$ cat config.mk
export PLATFORM = sky130hd
export DESIGN_NAME = mem_access_stage_flat
export DESIGN_NICKNAME = d
export VERILOG_FILES = /design/src/rtl/mem_access_stage_if.sv /design/src/rtl/mem_access_stage.sv /design/src/flat_wrapper.sv
export SDC_FILE = /design/constraint.sdc
export NUM_CORES = 1
export LEC_CHECK = 0
export ABC_AREA = 1
export ABC_CLOCK_PERIOD_IN_PS = 1800
export CELL_PAD_IN_SITES_DETAIL_PLACEMENT = 0
export CELL_PAD_IN_SITES_GLOBAL_PLACEMENT = 2
export CORE_AREA = 2 2 178 180
export DETAILED_ROUTE_END_ITERATION = 10
export DIE_AREA = 0 0 180 182
export GPL_ROUTABILITY_DRIVEN = 0
export GPL_TIMING_DRIVEN = 1
export PLACE_DENSITY = 0.85
export SKIP_LAST_GASP = 1
export SLEW_MARGIN = 20
export SYNTH_ARGS = -nofsm -noshare
export SYNTH_HDL_FRONTEND = slang
export SYNTH_SLANG_ARGS = --single-unit
$ cat constraint.sdc
create_clock -name clock -period 1.8 [get_ports clock]
set_clock_uncertainty 0.1 [all_clocks]
set_input_delay 0.18 -clock clock [delete_from_list [all_inputs] [get_ports clock]]
set_output_delay 0.18 -clock clock [all_outputs]
set_load 0.01 [all_outputs]
$ cat src/rtl/mem_access_stage_if.sv
// Data-memory req/ack bus between the MEM stage (master) and the data memory (slave).
// Signal names keep the original stage-side port names for drop-in compatibility.
interface mem_access_stage_if #(
    parameter int unsigned DATA_WIDTH      = 64,
    parameter int unsigned DMEM_ADDR_WIDTH = 8
);
    logic                       dmem_req_o;
    logic                       dmem_we_o;
    logic [DMEM_ADDR_WIDTH-1:0] dmem_addr_o;
    logic [DATA_WIDTH-1:0]      dmem_wdata_o;
    logic [DATA_WIDTH-1:0]      dmem_rdata_i;
    logic                       dmem_ack_i;

    modport master (
        output dmem_req_o, dmem_we_o, dmem_addr_o, dmem_wdata_o,
        input  dmem_rdata_i, dmem_ack_i
    );

    modport slave (
        input  dmem_req_o, dmem_we_o, dmem_addr_o, dmem_wdata_o,
        output dmem_rdata_i, dmem_ack_i
    );
endinterface

$ cat src/rtl/mem_access_stage.sv
// MEM stage of the 5-stage pipeline: 64-bit loads/stores over a variable-latency
// req/ack data memory, stalling upstream while an access is outstanding.
module mem_access_stage #(
    parameter int unsigned DATA_WIDTH            = 64,
    parameter int unsigned REGFILE_ADDRESS_WIDTH = 5,
    parameter int unsigned DMEM_ADDR_WIDTH       = 8,
    parameter int unsigned TIMEOUT_CYCLES        = 16
) (
    input  logic                             clock,
    input  logic                             reset,
    input  logic                             valid_i,
    input  logic [DATA_WIDTH-1:0]            aluResult_i,
    input  logic [DATA_WIDTH-1:0]            storeData_i,
    input  logic                             memRead_i,
    input  logic                             memWrite_i,
    input  logic                             mem2Reg_i,
    input  logic                             regWrite_i,
    input  logic [REGFILE_ADDRESS_WIDTH-1:0] writeReg_i,
    mem_access_stage_if.master               dmem,
    output logic [DATA_WIDTH-1:0]            memRead_dataOut_o,
    output logic [DATA_WIDTH-1:0]            regData_o,
    output logic                             mem2Reg_o,
    output logic                             regWrite_o,
    output logic [REGFILE_ADDRESS_WIDTH-1:0] writeReg_o,
    output logic                             stall_o,
    output logic                             bus_err_o,
    output logic                             misalign_o
);
    typedef enum logic [1:0] {IDLE, WAIT, DONE} state_t;

    localparam logic [7:0] CNT_LAST = 8'(TIMEOUT_CYCLES - 1);

    state_t                state;
    state_t                state_next;
    logic [7:0]            req_cnt;
    logic [DATA_WIDTH-1:0] rdata_q;
    logic                  err_q;
    logic                  is_mem;
    logic                  access;
    logic                  req;
    logic                  timeout;

    assign is_mem  = valid_i & (memRead_i | memWrite_i);
    assign access  = is_mem & (aluResult_i[2:0] == 3'b000);
    assign timeout = (state == WAIT) & ~dmem.dmem_ack_i & (req_cnt == CNT_LAST);

    always_ff @(posedge clock or negedge reset) begin
        if (!reset) state <= IDLE;
        else        state <= state_next;
    end

    always_comb begin
        state_next = state;
        case (state)
            IDLE:    if (access) state_next = dmem.dmem_ack_i ? DONE : WAIT;
            WAIT:    if (dmem.dmem_ack_i || timeout) state_next = DONE;
            DONE:    state_next = IDLE;
            default: state_next = IDLE;
        endcase
    end

    // Request is gated by reset so it drops the instant reset asserts, even
    // while the upstream register still presents the interrupted access.
    always_comb begin
        req = 1'b0;
        case (state)
            IDLE:    req = access;
            WAIT:    req = 1'b1;
            default: req = 1'b0;
        endcase
        req = req & reset;
    end

    always_ff @(posedge clock or negedge reset) begin
        if (!reset) begin
            req_cnt <= '0;
            rdata_q <= '0;
            err_q   <= 1'b0;
        end else begin
            if (state == IDLE && state_next == WAIT) req_cnt <= '0;
            else if (state == WAIT)                  req_cnt <= req_cnt + 8'd1;

            if (req && dmem.dmem_ack_i && !memWrite_i) rdata_q <= dmem.dmem_rdata_i;
            else if (timeout)                          rdata_q <= '0;

            if (timeout)            err_q <= 1'b1;
            else if (state == DONE) err_q <= 1'b0;
        end
    end

    assign dmem.dmem_req_o   = req;
    assign dmem.dmem_we_o    = req & memWrite_i;
    assign dmem.dmem_addr_o  = aluResult_i[DMEM_ADDR_WIDTH+2:3];
    assign dmem.dmem_wdata_o = storeData_i;

    assign stall_o           = req;
    assign bus_err_o         = (state == DONE) & err_q;
    assign misalign_o        = is_mem & (aluResult_i[2:0] != 3'b000);
    assign memRead_dataOut_o = rdata_q;
    assign regData_o         = aluResult_i;
    assign mem2Reg_o         = mem2Reg_i;
    assign writeReg_o        = writeReg_i;
    assign regWrite_o        = regWrite_i & valid_i & ~misalign_o & ~bus_err_o;
endmodule

$ cat src/flat_wrapper.sv
// flat-port wrapper written by rule: the top's interface ports become plain ports
module mem_access_stage_flat 
#(
    parameter int unsigned DATA_WIDTH            = 64,
    parameter int unsigned REGFILE_ADDRESS_WIDTH = 5,
    parameter int unsigned DMEM_ADDR_WIDTH       = 8,
    parameter int unsigned TIMEOUT_CYCLES        = 16
)
  (clock, reset, valid_i, aluResult_i, storeData_i, memRead_i, memWrite_i, mem2Reg_i, regWrite_i, writeReg_i, memRead_dataOut_o, regData_o, mem2Reg_o, regWrite_o, writeReg_o, stall_o, bus_err_o, misalign_o, dmem_dmem_req_o, dmem_dmem_we_o, dmem_dmem_addr_o, dmem_dmem_wdata_o, dmem_dmem_rdata_i, dmem_dmem_ack_i);
  mem_access_stage_if #(.DATA_WIDTH(DATA_WIDTH), .DMEM_ADDR_WIDTH(DMEM_ADDR_WIDTH)) dmem_i ();
  input  logic clock;
  input  logic reset;
  input  logic valid_i;
  input  logic [DATA_WIDTH-1:0] aluResult_i;
  input  logic [DATA_WIDTH-1:0] storeData_i;
  input  logic memRead_i;
  input  logic memWrite_i;
  input  logic mem2Reg_i;
  input  logic regWrite_i;
  input  logic [REGFILE_ADDRESS_WIDTH-1:0] writeReg_i;
  output logic [DATA_WIDTH-1:0] memRead_dataOut_o;
  output logic [DATA_WIDTH-1:0] regData_o;
  output logic mem2Reg_o;
  output logic regWrite_o;
  output logic [REGFILE_ADDRESS_WIDTH-1:0] writeReg_o;
  output logic stall_o;
  output logic bus_err_o;
  output logic misalign_o;
  output wire logic [$bits(dmem_i.dmem_req_o)-1:0] dmem_dmem_req_o;
  output wire logic [$bits(dmem_i.dmem_we_o)-1:0] dmem_dmem_we_o;
  output wire logic [$bits(dmem_i.dmem_addr_o)-1:0] dmem_dmem_addr_o;
  output wire logic [$bits(dmem_i.dmem_wdata_o)-1:0] dmem_dmem_wdata_o;
  input wire logic [$bits(dmem_i.dmem_rdata_i)-1:0] dmem_dmem_rdata_i;
  input wire logic [$bits(dmem_i.dmem_ack_i)-1:0] dmem_dmem_ack_i;
  assign dmem_dmem_req_o = dmem_i.dmem_req_o;
  assign dmem_dmem_we_o = dmem_i.dmem_we_o;
  assign dmem_dmem_addr_o = dmem_i.dmem_addr_o;
  assign dmem_dmem_wdata_o = dmem_i.dmem_wdata_o;
  assign dmem_i.dmem_rdata_i = dmem_dmem_rdata_i;
  assign dmem_i.dmem_ack_i = dmem_dmem_ack_i;
  mem_access_stage #(.DATA_WIDTH(DATA_WIDTH), .REGFILE_ADDRESS_WIDTH(REGFILE_ADDRESS_WIDTH), .DMEM_ADDR_WIDTH(DMEM_ADDR_WIDTH), .TIMEOUT_CYCLES(TIMEOUT_CYCLES)) u_core (.clock(clock), .reset(reset), .valid_i(valid_i), .aluResult_i(aluResult_i), .storeData_i(storeData_i), .memRead_i(memRead_i), .memWrite_i(memWrite_i), .mem2Reg_i(mem2Reg_i), .regWrite_i(regWrite_i), .writeReg_i(writeReg_i), .dmem(dmem_i), .memRead_dataOut_o(memRead_dataOut_o), .regData_o(regData_o), .mem2Reg_o(mem2Reg_o), .regWrite_o(regWrite_o), .writeReg_o(writeReg_o), .stall_o(stall_o), .bus_err_o(bus_err_o), .misalign_o(misalign_o));
endmodule
# After elaboration in Yosys (flattened, before gate mapping)
# Cells that the tools add are included.
# totals
register_bits	75
latch_bits	0
ramBits	0
mem_bits_ro	0
in_bits	205
output_inout_bits	212
n_memories	0
# op_classes
addsub	1
multipliers	0
div_mod_pow	0
n_lt_le_gt_ge	0
n_eq_ne	4
shifts	0
muxes	11
bitwise_logic	15
reduce_logical	11
# ops
operator	count
64-bit two-way mux	2
8-bit two-way mux	2
1-bit bitwise AND	11
8-bit by 1-bit adder with 8-bit output, second input constant	1
8-bit by 4-bit == test with 1-bit output, second input constant	1
2-bit two-way mux	3
2-bit nonzero test	3
2-bit by 1-bit == test with 1-bit output, second input constant	2
2-bit one-hot mux with 2 select lines	1
1-bit logical AND	3
3-bit logical NOT	1
1-bit inverter	3
3-bit nonzero test	1
2-bit == test, second input constant	1
2-bit logical NOT	1
1-bit two-way mux	2
1-bit one-hot mux with 2 select lines	1
1-bit logical NOT	1
1-bit logical OR	1
1-bit OR	1

# Logic depth before layout (Yosys ltp)
# Gate-level depths: netlist (run 1).
# logic_depth
ltp_word	9
ltp_mapped	9

# Worst setup path before layout (run 1)
# No wires, ideal clock.
# synth_path
path_type	flip-flop to flip-flop
start	register u_core.req_cnt[0]
end	register u_core.rdata_q[0], in the netlist u_core.memRead_dataOut_o[0]
t_arrival_ns	1.302
slack_ns	0.281
stages_incl_launch_ff	9
path_buffers	2
path_cell_list	dfrtp_1 > ha_1 > nand3_2 > nor2_1 > nand3_1 > buf_4 > buf_6 > nand3_2 > nand2_1
# synth_via
elab_chain_cells	3
# synth_lines
item	line	source
from (decl)	mem_access_stage.sv:35	logic [7:0] req_cnt;
from (signal assigned)	mem_access_stage.sv:81	else if (state == WAIT) req_cnt <= req_cnt + 8'd1;
8-bit by 4-bit == test with 1-bit output	mem_access_stage.sv:45	assign timeout = (state == WAIT) & ~dmem.dmem_ack_i & (req_cnt == CNT_LAST);
1-bit bitwise AND	mem_access_stage.sv:45	
2-bit nonzero test (no source line)	n/a	
to (signal assigned)	mem_access_stage.sv:83	if (req && dmem.dmem_ack_i && !memWrite_i) rdata_q <= dmem.dmem_rdata_i;
to (decl)	mem_access_stage.sv:36	logic [DATA_WIDTH-1:0] rdata_q;
# No other way between the ends.
# A chain may end at the register's enable or synchronous reset.

# Final worst setup path (run 1)
# layout_path
start	register u_core.state[1]
end	output dmem_dmem_we_o
# layout_via
elab_chain_cells	4
word_cells_on_any_way	5
classes_between	1 x eq/ne; 1 x mux; 2 x bitwise; 1 x reduce/logical
# layout_lines
item	line	source
from (decl)	mem_access_stage.sv:33	state_t state;
from (signal assigned)	mem_access_stage.sv:49	else state <= state_next;
2-bit by 1-bit == test with 1-bit output or 2-bit logical NOT (tied branches)	mem_access_stage.sv:66	case (state)
1-bit one-hot mux with 2 select lines *	mem_access_stage.sv:66	
1-bit bitwise AND *	mem_access_stage.sv:71	req = req & reset;
1-bit bitwise AND *	mem_access_stage.sv:92	assign dmem.dmem_we_o = req & memWrite_i;
to (decl)	flat_wrapper.sv:30	output wire logic [$bits(dmem_i.dmem_we_o)-1:0] dmem_dmem_we_o;
# Every way passes the cells marked *; elsewhere a longest branch is shown, timed or not.

==> results of run 1 <==
critical path, stage by stage, from the launching register on:
cell and delay [ps]:
dfrtp_1 390, buf_4 150, nor2_4 90, inv_2 60, nand2_4 90, nand2_4 60, nor2_1 110, buf_2 140
repair_timing:
action | CTS | global route
hold buffers | 1 | 0
resized for setup | 14 | 10
cloned | 0 | 0
pin swaps | 0 | 3
endpoints found under the hold margin | 75 | 0
setup buffers | 0 | 0
endpoints found under the setup margin | 6 | 46
logic make-up after synthesis:
kind of cell / Yosys count
adders and majority gates: 1
buffers and inverters: 195
and+or+nand+nor: 240
DFF: 75
xor gates and xnor gates: 1
AOI/OAI and AO/OA: 12
layout make-up:
| type | count | share of cell area (%) |
|---|---|---|
| clock buffer | 11 | 4.16 |
| timing repair buffer | 167 | 27.2 |
| sequential | 75 | 30.9 |
| clock inverter | 4 | 1.61 |
| tap | 402 | 8.28 |
| multi-input combinational | 254 | 26.7 |
| inverter | 18 | 1.11 |
final timing paths:
path / startpoint / end / slack, ps / cells past startpoint
max: u_core.state[1] / dmem_dmem_we_o / 90 / 7
min: dmem_dmem_ack_i / u_core.state[1] / 180 / 5
max reg2reg: u_core.req_cnt[0] / u_core.memRead_dataOut_o[63] / 160 / 7
min reg2reg: u_core.memRead_dataOut_o[22] / u_core.memRead_dataOut_o[22] / 400 / 2
max in group asynchronous: reset / u_core.memRead_dataOut_o[60] / 670 / 3
min in group asynchronous: reset / u_core.req_cnt[6] / 360 / 3
power breakdown:
group	internal (mW)	switching (mW)
Combinational	1.00	0.747
Sequential	2.10	0.302
Clock	1.42	0.768
state kept, by name, summed over array words and instances (netlist names):
name,count
u_core.err_q,1
u_core.memRead_dataOut_o,64
u_core.req_cnt,8
u_core.state,2
metal layers:
metal | GRT usage (%) | up-vias | wire length, um
li1 | - | 1622 | -
met1 | 10.0 | 1683 | 5660
met2 | 14.6 | 162 | 7140
met3 | 2.51 | 78 | 1020
met4 | 6.08 | 0 | 729
met5 | 0 | - | 0
per-stage QoR:
stage | hold WS [ps] | TNS, ps | worst slack (ps) | area [sq um]
4_1_cts | 163 | -51.8 | -51.8 | 6070
6_report | 179 | 0 | 94.9 | 6080
3_5_place_dp | 168 | -8830 | -316 | 5710
2_1_floorplan | -216 | 0 | 281 | 4860
5_1_grt | 193 | 0 | 4.49 | 6080
3_3_place_gp | 169 | -8940 | -333 | 5710
layout by cell type, fill, tap and decap left out, types with 5 or more instances in the layout:
master	n
inv_1	14
nand3_1	10
dfrtp_1	75
o21ai_0	6
nor2_1	9
clkdlybuf4s50_1	138
buf_4	16
nand4_1	66
buf_12	5
clkbuf_16	9
nand3_2	61
nand2_1	82
==> results.rst, run 1 <==
.. list-table::
   :header-rows: 1

   * - Metric
     - Value
   * - Status
     - finished clean
   * - Share of synthesized cell area in and, or, nand and nor gates
     - 30.8%
   * - Layout cells sized above 1
     - 21.9%
   * - Area grow syn2layout
     - 25.1%
   * - Clock period minus worst slack
     - 1710 ps
   * - Number of antenna cells inserted
     - 0
   * - Number of enable flip-flop cells after synthesis
     - 0
   * - Final worst-path cycle share
     - 94.7%
   * - End-of-flow core utilization
     - 19.6%
   * - Clock tree from TritonCTS
     - built
   * - Via count of the first global-routing pass
     - 3,633
   * - Most common cell in the netlist
     - buf_4
   * - Gate count of the mapped netlist
     - 524
   * - Data arrival time of the worst path
     - 1430 ps
   * - Worst EP required
     - 1520 ps
   * - Most instantiated flip-flop cell in the synthesis netlist
     - dfrtp_1
   * - RSZ-0062 raised after global routing
     - no
   * - Number of levels in the clock H-tree
     - 3
   * - Routed via count divided by cell count
     - 3.81
   * - Final total power
     - 6.34 mW
   * - Post-synthesis adder-cell area fraction
     - 0.258%
   * - Proportion of netlist area held by the largest area contributor
     - 38.6%
   * - Number of clock sinks seen by CTS
     - 75
   * - Clock transition at the registers of the reported paths
     - 70 ps
   * - Worst slew pin tran
     - 684 ps
   * - Mean instance size in the synthesized netlist
     - 9.27 sq um
   * - Residual antenna-violating net count after detailed routing
     - 0
   * - DRC
     - 0
   * - Kind of path behind the tightest hold check
     - in -> reg
   * - Net count of the finished layout
     - 731
   * - Height of the chip
     - 182 um
   * - Startpoint Class
     - flip-flop
   * - Sequential cell area in the final layout
     - 0.00188 sq mm
   * - Share of cell area taken by muxes after synthesis
     - 0%
   * - Synthesized cell area
     - 0.00486 sq mm
   * - Average wire length per cell after detail routing
     - 15.6 um
   * - IR Drop Worst-Case VDD
     - 0.397 mV
   * - Maximum capacitance violations
     - 0
   * - Die area
     - 0.0328 sq mm
   * - Register bit count reported by yosys
     - 75
   * - Yosys warning total
     - 0
   * - HPWL after detailed placement
     - 10.2 mm
   * - Root buffer selected by CTS
     - clkbuf_16
   * - Initial core utilization
     - 15.7%
   * - First-pass GRT wire length
     - 22.1 mm
   * - Leak pwr
     - 2.67 nW
   * - Critical-path maximum fanout
     - 3
   * - Cell type contributing the most total cell area after synthesis
     - dfrtp_1
   * - Most area-consuming cells after synthesis
     - dfrtp_1, buf_4, nand3_2
   * - Post-synthesis net count
     - 730
   * - Worst Setup Path Type
     - reg -> out
   * - Final hold violations
     - 0
   * - Count of standard-cell rows
     - 65
   * - Post-synth ARST share
     - 100%
   * - Part of the Yosys area used for sequential elements
     - 38.6%
   * - Die Width
     - 180 um
   * - Timing-limited maximum frequency
     - 0.586 GHz
   * - Distinct cells, synth
     - 23
   * - Count of placed standard cells including taps
     - 915
   * - Wire length reported by the detailed router
     - 14.6 mm
   * - Iteration count of the initial detailed-routing pass
     - 4
   * - Clock latency reported for the late side of the worst-skew pair
     - 350 ps
   * - Area of the core
     - 0.0310 sq mm
   * - All-layer global routing usage
     - 8.89%
   * - Maximum number of pins on one net before global-route repair
     - 47
   * - Top cells by count, synth
     - buf_4, nand2_1, dfrtp_1, nand4_1, nand3_2
   * - Area of the multi-input gates
     - 0.00162 sq mm
   * - TritonCTS Buffers
     - 9
   * - Worst Setup End Kind
     - output pin
   * - Largest family of logic cells by synthesized area
     - simple AND/OR/NAND/NOR gates
   * - Pwr Density
     - 1040 mW/mm^2
   * - Number of max-slew violations in the final report
     - 0
   * - Final non-filler cell total
     - 931
   * - Headroom to the max-slew limit
     - 54.4%
   * - Violation count after the first detailed-routing iteration
     - 113
   * - # IOs
     - 417
   * - Compound-gate portion of the synthesized area
     - 1.31%
   * - IO buf count
     - 146
   * - Layout filler cell count
     - 3,407
   * - XOR/XNOR Fraction of Synth Area
     - 0.180%
   * - Grt total ovfl
     - 0
   * - Overall via count from detail_route
     - 3,545
   * - Initial antenna violation count
     - 0
   * - Number of failing setup endpoints in the final timing report
     - 0
   * - Number of buffers on the longest clock path
     - 2
Power figures use the tool's default switching activity.
==> inputs of run 2 (changes only) <==
- CTS_CLUSTER_DIAMETER: not set -> 50
==> results of run 2 <==
No change in the layout: final DEF, timing and power equal those of run 1.
